--- src/rtl/regfile_sb.sv ---
// regfile_sb: multi-port register file with a per-entry scoreboard.
// NRD combinational read ports, one write port, one debug read port, and a
// busy bit per entry that marks a pending producer. PendCnt is a registered
// count of busy entries.
// Optional feature: define REGFILE_SB_BYPASS_EN to forward the write port
// onto matching read ports in the same cycle. Without it, reads return only
// stored contents.
module regfile_sb #(
    parameter int DW       = 32,
    parameter int AW       = 5,
    parameter int NRD      = 3,
    parameter int ZERO_REG = 1
) (
    input  logic                CLK,
    input  logic                RESET_N,
    input  logic [NRD*AW-1:0]   Ra,
    output logic [NRD*DW-1:0]   Da,
    output logic [NRD-1:0]      Busy,
    input  logic                RegWr,
    input  logic [AW-1:0]       Rw,
    input  logic [DW-1:0]       Dw,
    input  logic                Issue,
    input  logic [AW-1:0]       IssueRw,
    input  logic [AW-1:0]       DbgA,
    output logic [DW-1:0]       DbgD,
    output logic [AW:0]         PendCnt
);

    localparam int DEPTH = 1 << AW;

    logic [DW-1:0]    regs [DEPTH];
    logic [DEPTH-1:0] busy;
    logic [DEPTH-1:0] busy_nxt;
    logic [AW:0]      pend_cnt;
    logic             wr_ok;
    logic             iss_ok;

    // Number of set bits in a busy vector; fits in AW+1 bits.
    function automatic logic [AW:0] popcount(input logic [DEPTH-1:0] v);
        logic [AW:0] cnt;
        cnt = '0;
        for (int k = 0; k < DEPTH; k++) begin
            cnt = cnt + (AW+1)'(v[k]);
        end
        return cnt;
    endfunction

    // Entry 0 is hard-wired when ZERO_REG is set: no writes, no busy.
    assign wr_ok  = RegWr && !((ZERO_REG != 0) && (Rw == '0));
    assign iss_ok = Issue && !((ZERO_REG != 0) && (IssueRw == '0));

    // Next busy vector: a write clears its entry, an issue sets it; set wins.
    always_comb begin
        busy_nxt = busy;
        for (int e = 0; e < DEPTH; e++) begin
            if (wr_ok && (Rw == AW'(e))) begin
                busy_nxt[e] = 1'b0;
            end
            if (iss_ok && (IssueRw == AW'(e))) begin
                busy_nxt[e] = 1'b1;
            end
        end
    end

    // Storage array: cleared by reset, written on the rising edge.
    always_ff @(posedge CLK or negedge RESET_N) begin
        if (!RESET_N) begin
            for (int e = 0; e < DEPTH; e++) begin
                regs[e] <= '0;
            end
        end else if (wr_ok) begin
            regs[Rw] <= Dw;
        end
    end

    // Scoreboard bits and their registered population count.
    always_ff @(posedge CLK or negedge RESET_N) begin
        if (!RESET_N) begin
            busy     <= '0;
            pend_cnt <= '0;
        end else begin
            busy     <= busy_nxt;
            pend_cnt <= popcount(busy_nxt);
        end
    end

    assign PendCnt = pend_cnt;

    // Read ports: stored data and busy flag, optionally bypassed from the write port.
    always_comb begin
        Da   = '0;
        Busy = '0;
        for (int i = 0; i < NRD; i++) begin
            logic [AW-1:0] addr;
            addr = Ra[i*AW +: AW];
            if (!((ZERO_REG != 0) && (addr == '0))) begin
                Da[i*DW +: DW] = regs[addr];
            end
            Busy[i] = busy[addr];
`ifdef REGFILE_SB_BYPASS_EN
            if (wr_ok && (Rw == addr)) begin
                Da[i*DW +: DW] = Dw;
                if (!(iss_ok && (IssueRw == addr))) begin
                    Busy[i] = 1'b0;
                end
            end
`endif
        end
    end

    // Debug port always shows stored contents, never the bypass path.
    always_comb begin
        DbgD = '0;
        if (!((ZERO_REG != 0) && (DbgA == '0))) begin
            DbgD = regs[DbgA];
        end
    end

endmodule

--- config.mk ---
export PLATFORM = sky130hd
export DESIGN_NAME = regfile_sb
export DESIGN_NICKNAME = d
export VERILOG_FILES = /design/src/rtl/regfile_sb.sv
export SDC_FILE = /design/constraint.sdc
export NUM_CORES = 2
export LEC_CHECK = 0
export CAP_MARGIN = 10
export CORE_MARGIN = 2
export CORE_UTILIZATION = 57
export DETAILED_ROUTE_END_ITERATION = 6
export PLACE_DENSITY = 0.74
export RECOVER_POWER = 100
export SYNTH_ARGS = -nofsm -noshare
export SYNTH_HDL_FRONTEND = slang
export SYNTH_SLANG_ARGS = --single-unit
--- constraint.sdc ---
create_clock -name CLK -period 5.06 [get_ports CLK]
set_input_delay 1.012 -clock CLK [delete_from_list [all_inputs] [get_ports CLK]]
set_output_delay 1.012 -clock CLK [all_outputs]
set_load 0.005 [all_outputs]
* After elaboration in Yosys (flattened, before gate mapping)
Index checks and enable logic that the tools add are counted.
** Storage, ports and cells
- Register bits after elaboration :: 1062
- Input bits :: 66
- Output and inout port bits :: 137
- Logic and storage cells :: 305
** Operators by class
- Add/subtract/negate cells :: 31
- Magnitude comparators :: 9
- Eq/ne operators :: 62
- Mux-type cells :: 89
- Bitwise gates (word level) :: 5
- Reduce and logical (&&, ||, !) cells :: 75
** Operator list (number)
- $bwmux 1024 :: 1
- $bmux 32 s5 :: 4
- $mux 32 :: 13
- $demux 32 s5 :: 1
- $eq 5x5->1 const B :: 32
- $add 6x1->6 :: 26
- $eq 5x4->1 const B :: 16
- $logic_and 1x1->1 :: 67
- $mux 1 :: 67
- $eq 5x3->1 const B :: 8
- $ge 6x6->1 const B :: 5
- $logic_not 5->1 :: 6
- $not 5->6 :: 5
- $eq 5x2->1 const B :: 4
- $lt 5x6->1 const B :: 3
- $bmux 1 s5 :: 3
- $eq 5x1->1 const B :: 2
- $add 5x1->6 :: 1
- $lt 6x1->1 const B :: 1
- $add 4x1->5 :: 1
- $add 3x1->4 :: 1
- $add 2x1->3 :: 1
- $add 1x1->2 :: 1
- $logic_not 1->1 :: 2

* Logic depth before layout (Yosys ltp)
- Depth in word-level cells :: 37
- Mapped depth :: 22

* Worst setup path before layout
No wires, ideal clock.
- Kind :: in2reg
- Start :: input Rw[0]
- End :: register pend_cnt[4] (netlist: PendCnt[4])
- Library setup time :: 0.080 ns
- Arrival time :: 6.257 ns
- Required time :: 4.980 ns
- Setup slack :: -1.277 ns
- Cell stages on the path :: 20
- Cells stage by stage :: buf_2 nand2_1 nor3_1 buf_2 o21ai_0 inv_1 fa_1 fa_1 inv_1 fa_1 inv_1 fa_1 fa_1 fa_1 inv_1 ha_1 fa_1 a21o_1 a21oi_1 xnor2_1
** RTL lines
- start: declaration :: line 20 : input logic [AW-1:0] Rw,
- $logic_not 5->1 :: line 49 : assign wr_ok = RegWr && !((ZERO_REG != 0) && (Rw == '0));
- $logic_not 1->1 :: line 49
- $logic_and 1x1->1 :: line 49
- $logic_and 1x1->1 (*) :: line 56 : if (wr_ok && (Rw == AW'(e))) begin
- $mux 1 (*) :: line 56
- $mux 1 (*) :: line 59 : if (iss_ok && (IssueRw == AW'(e))) begin
- named net busy_nxt[19] :: line 33 : logic [DEPTH-1:0] busy_nxt;
- $add 6x1->6 (*) (13 in series) :: line 43 : cnt = cnt + (AW+1)'(v[k]);
- end signal: assignment :: line 83 : pend_cnt <= popcount(busy_nxt);
- end: declaration :: line 34 : logic [AW:0] pend_cnt;
Mark *: on every way through the listed nets, which the timed path passes. The rest lies on a longest branch.
A chain may end at the register's enable or synchronous reset.

* Worst setup path in the final report
- Start :: input Rw[3]
- End :: register busy[23]
** On the way
- Cells in the longest elaborated chain, start to end :: 6
** RTL lines
- $logic_not 5->1 :: line 49
- $logic_not 1->1 :: line 49
- $logic_and 1x1->1 :: line 49
- $logic_and 1x1->1 (*) :: line 56
- $mux 1 (*) :: line 56
- $mux 1 (*) :: line 59
- named net busy_nxt[23] :: line 33
- end signal: assignment :: line 82 : busy <= busy_nxt;
- end: declaration :: line 32 : logic [DEPTH-1:0] busy;
Marks and branches as above.

==> out/results.txt <==
outcome: finished with violations
failing checks: DRC, capacitance limit, slew limit, setup timing
post-place setup slack: -1.612 ns
IO buf count: 202
Netlist Area Pre-Place: 0.07358 mm2
vias per inst: 8.308
sequential cell area: 0.02658 mm2
drc violations: 13
final-report hold violation count: 0
CTS max path bufs: 3
Clk pwr share: 27.7%
VDD IR-drop max: 1.523 mV
Worst-path clk slew: 0.06 ns
post-route setup slack: -0.4307 ns
syn avg cell area: 14.16 um2
total track usage: 47.54%
layout cell share with drive strength beyond 1: 52.13%
site row count: 131
crit path max fanout: 3
Worst Path Required: 5.72 ns
via count: 60180
number of synthesized flops with an enable pin: 0
internal power: 0.02315 W
CTS Buf Count: 119
setup_tns: -1.410 ns
Hold Path Class: reg -> reg
WP data arrival: 6.15 ns
Slew @ Worst Pin: 2.797 ns
ys flop type: dfrtp_1
Post-CTS Hold Fix Bufs: 0
ys async rst share: 100.0%
gpl congestion: 0.9776
die span in y: 363.3 um
io pins: 203
fin crit period: 5.491 ns
CP startpoint kind: input port
Crit. End Element: flop
WL/cell: 43.17 um
clk_skew: 0.008126 ns
flops & latches, synth: 1062
number of global-route vias before repair: 58470
yosys warns: 0
Sw Pwr: 0.01158 W
Cells after Synth: 5196
nets: 5530
Initial DRC Count: 10690
DRT Pass-1 Iters: 7
Die Span X: 363.3 um
Congestion Overflow GR: 0
Leak Pwr: 35.06 nW
Non-Filler Instances: 7244
initial antenna violation count: 48
Achievable Freq: 182.1 MHz
sequential power share: 35.4%
core area: 0.1278 mm2
Sw Ratio: 33.35%
RSZ-0062 raised after global routing: true
H-tree levels: 3
max_slew headroom: -86.47%
CTS sink count: 1062
fin crit share: 108.5%
root buf cell: clkbuf_16
combinational power share: 37.0%
Final Setup Violations: 7
post-placement cell count: 6915
first-pass GRT wire length: 440400 um
commonest non-fill, non-tap cell in the layout: dfrtp_1
CP dominant cell by count: buf_4
Die Area: 0.1320 mm2
Post-Route WL: 312700 um
largest net degree at the start of global routing: 124
Yosys cell types: 50
Mapped Nets: 5293
total power density per cell area: 407.9 mW/mm2
Worst path max stage delay: 0.26 ns
Antenna Nets Post-Route: 0
initial core utilization: 57.56%
detailed-placement wirelength estimate: 190200 um
max-cap violation count: 12
filler instances: 9074
area added between synthesis and finish: 15.73%
Worst-Skew Late Latency: 0.77 ns
sequential share of the synthesized area: 36.12%
CTS tree: yes
commonest non-fill, non-tap cells in the layout: 1062 x dfrtp_1, 1061 x mux2_2, 926 x mux4_2, 425 x buf_4, 256 x mux2i_1
Critical Path Slowest Stage Cell: or2_4
fin. max-slew vios: 767
CP Class: in -> reg
Multi-input gate area: 0.04466 mm2
## synth_stat cells (4+ instances only)
library cell,count,share of area (%)
a22oi_1,139,1.4
buf_2,225,1.5
o21ai_1,23,0.16
o2111ai_1,36,0.43
mux2_1,62,0.95
mux4_2,926,28
mux2i_1,256,3.5
ha_1,7,0.12
nand2_1,98,0.50
o21ai_0,208,1.4
and2_1,7,0.060
a22o_1,17,0.20
a311oi_1,128,1.5
mux2_2,1061,16
dfrtp_1,1062,36
buf_6,7,0.11
clkbuf_1,361,1.8
or4_1,4,0.041
inv_1,43,0.22
nand2b_1,10,0.085
buf_1,34,0.17
buf_4,21,0.21
a211oi_1,128,1.3
or2_1,5,0.043
nor2_1,30,0.15
nor2b_1,143,1.2
fa_1,24,0.65
a221oi_1,92,1.1
nor3_1,6,0.041
## final timing paths
kind | startpoint | endpoint | slack, ns | cells past startpoint
worst max-delay path | Rw[3] | busy[23] | -0.43 | 41
worst min-delay path | regs[993] | regs[993] | 0.44 | 0
min in group asynchronous | RESET_N | regs[911] | 1.06 | 1
worst max register to register | busy[23] | busy[23] | -0.06 | 38
worst min register to register | regs[993] | regs[993] | 0.44 | 0
max in group asynchronous | RESET_N | regs[801] | 0.48 | 3
## routing by layer
| layer | part of all wire (%) | vias up | GRT usage (%) |
|---|---|---|---|
| li1 | - | 21630 | - |
| met2 | 41 | 6025 | 63.92 |
| met1 | 33 | 30830 | 59.30 |
| met3 | 18 | 1674 | 24.66 |
| met5 | 0.060 | - | 0.8715 |
| met4 | 8.4 | 30 | 32.23 |
## sequential cells by signal, summed over array words and instances (netlist names)
| register | cells |
|---|---|
| PendCnt | 6 |
| busy | 32 |
| regs | 1024 |
## power groups by stage
stage / Combinational [W] / Clock (W) / Sequential (W)
2_1_floorplan: 0.00813 / 0 / 0.0116
3_3_place_gp: 0.0117 / 0 / 0.0121
3_5_place_dp: 0.0120 / 0 / 0.0123
4_1_cts: 0.0123 / 0.00960 / 0.0121
5_1_grt: 0.0136 / 0.00995 / 0.0125
6_report: 0.0128 / 0.00961 / 0.0123
## area by class of cell
| class | count | share of cell area (%) |
|---|---|---|
| tap | 1662 | 2.442 |
| clock buffer | 173 | 4.111 |
| antenna | 46 | 0.1352 |
| clock inverter | 51 | 0.9286 |
| multi-input combinational | 3443 | 52.45 |
| sequential | 1062 | 31.21 |
| inverter | 43 | 0.2013 |
| timing repair buffer | 764 | 8.529 |
## worst max-delay path, delay by kind of cell
kind | cells | cell delay [ns]
AOI/OAI and AO/OA | 2 | 0.28
and+or+nand+nor | 2 | 0.40
buffers and inverters | 37 | 4.43
## repair_timing
| action | in CTS | in global routing |
|---|---|---|
| pin swaps | 25 | 8 |
| gates resized for setup | 101 | 35 |
| setup buffers | 54 | 5 |
| setup endpoints to repair | 6 | 11 |
| hold endpoints to repair | 0 | 0 |
## through the flow
| stage | hold slack (ns) | instance area [um2] | utilization [%] | total power (W) |
|---|---|---|---|---|
| 2_1_floorplan | 0.4744 | 73730 | - | 0.01971 |
| 3_5_place_dp | 0.4224 | 80170 | 62.71 | 0.02421 |
| 6_report | 0.4436 | 85160 | 66.61 | 0.03474 |
| 4_1_cts | 0.3144 | 85090 | 66.56 | 0.03407 |
| 3_3_place_gp | 0.4164 | 80170 | 62.71 | 0.02382 |
| 5_1_grt | 0.4539 | 85080 | 66.55 | 0.03600 |
## logic make-up (layout without fill, tap and decap cells)
group	Yosys count	after routing	synth area share [%]
flip-flops	1062	1062	36.12
adder cells (fa/ha/maj)	31	31	0.7720
XOR/XNOR	3	3	0.03571
AND/OR/NAND/NOR	318	318	2.280
multiplexers	2305	2305	49.01
AO/OA/AOI/OAI	786	786	7.701
buffers and inverters	691	1031	4.086
other	0	46	0
(Power assumes the default switching activity.)
